### config.mk
export PLATFORM = sky130hd
export DESIGN_NAME = wb_pipe_reg
export DESIGN_NICKNAME = d
export VERILOG_FILES = /design/src/rtl/cpu_pkg.sv /design/src/rtl/wb_pipe_reg_sat_counter.sv /design/src/rtl/wb_pipe_reg.sv
export SDC_FILE = /design/constraint.sdc
export NUM_CORES = 1
export LEC_CHECK = 0
export CAP_MARGIN = 20
export CORE_MARGIN = 2
export CORE_UTILIZATION = 42
export CTS_BUF_LIST = sky130_fd_sc_hd__clkbuf_16
export DETAILED_ROUTE_END_ITERATION = 7
export PLACE_DENSITY = 0.92
export SYNTH_ARGS = -nofsm -noshare
export SYNTH_HDL_FRONTEND = slang
export SYNTH_HIERARCHICAL = 1
export SYNTH_SLANG_ARGS = --single-unit
### constraint.sdc
create_clock -name clk -period 2.3 [get_ports clk]
set_input_delay 0.46 -clock clk [delete_from_list [all_inputs] [get_ports clk]]
set_output_delay 0.46 -clock clk [all_outputs]
set_load 0.02 [all_outputs]
### src/rtl/cpu_pkg.sv
// Shared core definitions: stall-action encoding, default widths and the
// value pipeline state takes while reset is asserted.
package cpu_pkg;

   localparam int DW_DEF = 32;
   localparam int AW_DEF = 5;

   localparam logic RST_VAL = 1'b0;

   typedef enum logic [1:0] {
      ACT_ADVANCE = 2'd0,
      ACT_BUBBLE  = 2'd1,
      ACT_HOLD    = 2'd2
   } stall_act_e;

   // A stalled stage whose successor keeps moving must emit a bubble;
   // flush outranks everything, including a full hold.
   function automatic stall_act_e stall_action(input logic flush,
                                               input logic s,
                                               input logic n);
      stall_act_e act;
      if (flush)
         act = ACT_BUBBLE;
      else if (s && !n)
         act = ACT_BUBBLE;
      else if (s)
         act = ACT_HOLD;
      else
         act = ACT_ADVANCE;
      return act;
   endfunction

endpackage

### src/rtl/wb_pipe_reg_sat_counter.sv
// Saturating up-counter with synchronous clear; clear beats increment.
module sat_counter #(
   parameter int CNT_W = 32
) (
   input  logic             clk,
   input  logic             reset_n,
   input  logic             inc,
   input  logic             clr,
   output logic [CNT_W-1:0] cnt
);

   logic [CNT_W-1:0] cnt_p1;

   function automatic logic [CNT_W-1:0] sat_inc(input logic [CNT_W-1:0] v);
      logic [CNT_W-1:0] r;
      if (&v)
         r = v;
      else
         r = v + 1'b1;
      return r;
   endfunction

   always_ff @(posedge clk or negedge reset_n) begin
      if (!reset_n)
         cnt_p1 <= '0;
      else if (clr)
         cnt_p1 <= '0;
      else if (inc)
         cnt_p1 <= sat_inc(cnt_p1);
   end

   assign cnt = cnt_p1;

endmodule

### src/rtl/wb_pipe_reg.sv
// MEM->WB pipeline register: NCH register write channels, HI/LO and LLbit,
// with valid, flush, optional R0 write suppression and a retired counter.
module wb_pipe_reg
   import cpu_pkg::*;
#(
   parameter int DW            = DW_DEF,
   parameter int AW            = AW_DEF,
   parameter int NCH           = 1,
   parameter int STALL_W       = 6,
   parameter int STAGE         = 4,
   parameter int ZERO_SUPPRESS = 1,
   parameter int CNT_W         = 32
) (
   input  logic                clk,
   input  logic                reset_n,
   input  logic [STALL_W-1:0]  stall,
   input  logic                flush,
   input  logic                in_valid,
   input  logic [NCH-1:0]      in_we,
   input  logic [NCH*AW-1:0]   in_waddr,
   input  logic [NCH*DW-1:0]   in_wdata,
   input  logic                in_whilo,
   input  logic [DW-1:0]       in_hi,
   input  logic [DW-1:0]       in_lo,
   input  logic                in_llbit_we,
   input  logic                in_llbit_value,
   input  logic                cnt_clr,
   output logic                out_valid,
   output logic [NCH-1:0]      out_we,
   output logic [NCH*AW-1:0]   out_waddr,
   output logic [NCH*DW-1:0]   out_wdata,
   output logic                out_whilo,
   output logic [DW-1:0]       out_hi,
   output logic [DW-1:0]       out_lo,
   output logic                out_llbit_we,
   output logic                out_llbit_value,
   output logic [CNT_W-1:0]    retired_cnt
);

   logic             n_bit;
   logic             unused_stall;
   stall_act_e       act;
   logic [NCH-1:0]   we_adv;

   logic              vld_p1;
   logic [NCH-1:0]    we_p1;
   logic [NCH*AW-1:0] waddr_p1;
   logic [NCH*DW-1:0] wdata_p1;
   logic              whilo_p1;
   logic [DW-1:0]     hi_p1;
   logic [DW-1:0]     lo_p1;
   logic              llbit_we_p1;
   logic              llbit_value_p1;

   // The last stage in the stall vector has no successor to wait on.
   if (STAGE < STALL_W - 1) begin : g_next
      assign n_bit = stall[STAGE+1];
   end else begin : g_last
      assign n_bit = 1'b0;
   end

   assign unused_stall = ^stall;
   assign act          = stall_action(flush, stall[STAGE], n_bit);

   always_comb begin
      we_adv = in_we;
      for (int k = 0; k < NCH; k++) begin
         if ((ZERO_SUPPRESS != 0) && (in_waddr[k*AW +: AW] == '0))
            we_adv[k] = 1'b0;
      end
   end

   // MEM -> WB boundary
   always_ff @(posedge clk or negedge reset_n) begin
      if (!reset_n) begin
         vld_p1         <= RST_VAL;
         we_p1          <= '0;
         waddr_p1       <= '0;
         wdata_p1       <= '0;
         whilo_p1       <= RST_VAL;
         hi_p1          <= '0;
         lo_p1          <= '0;
         llbit_we_p1    <= RST_VAL;
         llbit_value_p1 <= RST_VAL;
      end else begin
         case (act)
            ACT_ADVANCE: begin
               vld_p1         <= in_valid;
               we_p1          <= we_adv;
               waddr_p1       <= in_waddr;
               wdata_p1       <= in_wdata;
               whilo_p1       <= in_whilo;
               hi_p1          <= in_hi;
               lo_p1          <= in_lo;
               llbit_we_p1    <= in_llbit_we;
               llbit_value_p1 <= in_llbit_value;
            end
            ACT_BUBBLE: begin
               vld_p1         <= 1'b0;
               we_p1          <= '0;
               waddr_p1       <= '0;
               wdata_p1       <= '0;
               whilo_p1       <= 1'b0;
               hi_p1          <= '0;
               lo_p1          <= '0;
               llbit_we_p1    <= 1'b0;
               llbit_value_p1 <= 1'b0;
            end
            default: begin
               vld_p1         <= vld_p1;
               we_p1          <= we_p1;
               waddr_p1       <= waddr_p1;
               wdata_p1       <= wdata_p1;
               whilo_p1       <= whilo_p1;
               hi_p1          <= hi_p1;
               lo_p1          <= lo_p1;
               llbit_we_p1    <= llbit_we_p1;
               llbit_value_p1 <= llbit_value_p1;
            end
         endcase
      end
   end

   // Flush already forces a bubble action, so it never counts here.
   sat_counter #(
      .CNT_W (CNT_W)
   ) u_retired (
      .clk     (clk),
      .reset_n (reset_n),
      .inc     ((act == ACT_ADVANCE) && in_valid),
      .clr     (cnt_clr),
      .cnt     (retired_cnt)
   );

   assign out_valid       = vld_p1;
   assign out_we          = we_p1;
   assign out_waddr       = waddr_p1;
   assign out_wdata       = wdata_p1;
   assign out_whilo       = whilo_p1;
   assign out_hi          = hi_p1;
   assign out_lo          = lo_p1;
   assign out_llbit_we    = llbit_we_p1;
   assign out_llbit_value = llbit_value_p1;

endmodule
==> flow_metrics.py <==
metrics = {
    "power": {
        "swShare_pct": 23.4,
        "p_int_w": 0.00461,
        "comb_power_share_pct": 12.4,
        "p_clk_share_pct": 44.7,
        "peakVddDrop_v": 0.000398,
        "power_frac_seq_pct": 42.8,
        "switching_power_w": 0.00141,
        "power.density_nw_per_um2": 668,
        "p_leak_nw": 3.80,
    },
    "critical_path": {
        "r2r_end": "u_retired/cnt[29]",
        "worstPathRequired_ns": 2.59,
        "endpoint": "u_retired/cnt[13]",
        "crit_buf_inv": 3,
        "arrival_ns": 2.49,
        "critPathTopFamily": "buffers and inverters",
        "critical_path.max_fanout": 8,
        "r2r-start": "u_retired/cnt[8]",
        "crit_type": "in -> reg",
        "crit_cells": 8,
        "reg2reg_slack_ns": 0.11,
        "start_kind": "primary input",
        "slowest_delay_ns": 0.47,
        "crit_start": "stall[4]",
        "endpoint_kind": "flip-flop",
        "crit_chain": "clkdlybuf4s50_1 -> nor2_4 -> and2_1 -> buf_4 -> inv_1 -> a31o_2 -> nor4_1 -> mux2_2",
        "rr_worst_depth": 5,
        "cp_slowest_cell": "clkdlybuf4s50_1",
    },
    "die": {
        "fp-row-count": 42,
        "dieArea_um2": 14300,
        "die_w_um": 120,
        "io_pins": 254,
        "die_y_um": 120,
        "start_util_pct": 42.8,
        "core_region_area_um2": 13100,
    },
    "timing": {
        "fmax_ghz": 0.453,
        "rsz0062_at_grt": "false",
        "fin_tns_setup_ns": 0,
        "timing.final.crit_period_ns": 2.21,
        "setup_viol": 0,
        "finalMaxSlewViolations": 0,
        "skew_ns": 0.00386,
        "tightest_slew_ns": 0.707,
        "timing.final.crit_share_pct": 95.9,
        "whs_ns": 0.493,
        "relSlewSlack_pct": 52.9,
        "hold_viol_final": 0,
    },
    "finish": {
        "nets": 823,
        "syn2layout_area_growth_pct": 60.4,
        "drive_gt1_share_pct": 10.6,
        "multiInputGateArea_um2": 1990,
        "finalNonFillerCells": 895,
        "utilization_pct": 68.6,
        "diodes": 0,
        "seqCellArea_um2": 3450,
        "nFillCells": 897,
    },
    "yosys": {
        "syn-num-nets": 560,
        "synth_area_um2": 5620,
        "yosysWarningCount": 6,
        "synth_commonest_cells": "dfrtp_1, a22o_1, nor2_1",
        "seq_area_frac_synth_pct": 61.5,
        "avgSynthCellArea_um2": 12.7,
        "synthTopCellsByArea": "dfrtp_1, a22o_1, xnor2_1, buf_2, a21oi_1",
        "netlist_instances": 443,
        "synth.most_common_cell": "dfrtp_1",
        "synth_edf_count": 0,
        "yosys.area.top_type": "dfrtp_1",
        "synth_seq_cells": 138,
        "async_flop_share_pct": 100,
        "yosysUniqueCellTypes": 41,
        "synth_ff_type": "dfrtp_1",
        "synth_top_area_share_pct": 61.5,
    },
    "clock_network": {
        "cts.sinks": 138,
        "htreeDepth": 4,
        "tritoncts": "yes",
        "path_clk_slew_ns": 0.06,
        "cts_buffers": 17,
        "worstSkewPairLatency_ns": 0.41,
        "clock-root-buffer": "clkbuf_16",
        "clockBufferDepth": 2,
    },
    "global_routing": {
        "grt_pass1_wl_um": 27700,
        "antenna_found_initial": 0,
        "grt_max_degree": 69,
        "track_usage_pct": 24.8,
        "gr-total-overflow": 0,
        "grt_pass1_vias": 5266,
    },
    "hold_path": {
        "hold_path_class": "reg -> reg",
    },
    "detailed_routing": {
        "wl_per_cell_um": 19.7,
        "drc": 0,
        "via_per_inst": 5.65,
        "routed_wl_um": 17700,
        "dr.pass1.iters": 6,
        "num_vias": 5054,
        "drtIter0Drc": 486,
        "ant_nets": 0,
    },
    "placed_design": {
        "dp_hpwl_um": 12500,
        "io_buffer_count": 249,
        "place_inst": 862,
        "gp_congestion": 0.938,
    },
    "run_status": {
        "status": "finished clean",
    },
    "run": {
        "drv_cap": 0,
    },
}
## worst register-to-register path: stages, from the launching register on
cell,delay (ns)
dfrtp_1,0.46
nand3_1,0.23
nor4_1,0.53
nand3_4,0.19
or4_1,0.53
a21oi_1,0.17
## cell usage in the layout (no fill, tap or decap), types with 3 or more instances in the layout
cell type	netlist	layout
nand3_1	10	9
dfrtp_1	138	138
a21oi_1	16	16
o21ai_0	6	6
inv_1	6	8
nor3_1	8	8
nor2_1	19	19
a2111oi_2	3	3
nand2_1	17	17
bufinv_16	0	3
nor4_1	3	3
buf_4	6	23
or4_1	8	8
clkinv_4	0	3
mux2_2	5	5
o31ai_1	8	8
a22o_1	104	104
and4_4	3	3
nand4_1	10	10
or3_1	9	8
xnor2_1	10	10
clkbuf_16	0	17
buf_12	0	3
and2_1	4	4
clkdlybuf4s50_1	0	247
clkinv_1	0	3
nor2b_1	5	5
## worst min path at each step
stage	from	slack [ns]	depth (start not counted)	endpoint
2_1_floorplan	reset_n	0.16	0	out_hi[0]
3_3_place_gp	reset_n	0.42	1	out_wdata[13]
5_1_grt	out_hi[26]	0.51	1	out_hi[26]
3_5_place_dp	reset_n	0.43	1	out_wdata[9]
6_report	out_wdata[16]	0.49	1	out_wdata[16]
4_1_cts	out_wdata[16]	0.50	1	out_wdata[16]
## through the flow
step,power (W),instance area [um^2],worst slack (ns)
final,0.00602,9010,0.0941
after global routing,0.00625,9010,0.0160
after CTS,0.00608,8990,0.00557
after detailed placement,0.00337,8390,-0.370
after global placement,0.00334,8390,-0.322
after floorplan,0.00288,5630,0.0227
## area by class of cell
type | instances | share of cell area, %
inverter | 6 | 0.250
clock buffer | 17 | 4.72
clock inverter | 15 | 1.78
multi-input combinational | 267 | 22.1
tap | 176 | 2.44
sequential | 138 | 38.3
timing repair buffer | 276 | 30.4
## state kept, by name (all words and copies together), names as in the netlist
register         count
out_wdata           32
out_waddr            5
out_valid            1
out_whilo            1
out_hi              32
out_lo              32
u_retired/cnt       32
out_we               1
out_llbit_value      1
out_llbit_we         1
## kinds of logic after synthesis
logic type | synth area share, %
simple gates | 10.8
buf+inv | 3.59
xor+xnor | 1.71
compound gates | 21.2
fa+ha+maj | 0.223
mux | 1.00
flops | 61.5
## timing repair
action | in CTS | in global routing
resized for setup | 0 | 5
endpoints found under the hold margin | 44 | 0
endpoints found under the setup margin | 0 | 6
hold buffers | 1 | 0
buffers inserted | 0 | 0
## per-layer routing
layer  vias to the layer above  track usage [%]  share of wire (%)
met5                         -                0                  0
li1                       2211                -                  -
met2                       278             40.7                 50
met1                      2519             29.9                 39
met3                        46             7.98                8.3
met4                         0             11.0                3.1
## power groups by stage
| stage | sequential [W] | clock (W) | combinational, W |
|---|---|---|---|
| 3_3_place_gp | 0.00261 | 0 | 0.000728 |
| 5_1_grt | 0.00259 | 0.00287 | 0.000788 |
| 6_report | 0.00258 | 0.00269 | 0.000747 |
| 2_1_floorplan | 0.00272 | 0 | 0.000155 |
| 3_5_place_dp | 0.00262 | 0 | 0.000750 |
| 4_1_cts | 0.00258 | 0.00275 | 0.000754 |
(Power assumes the default switching activity.)
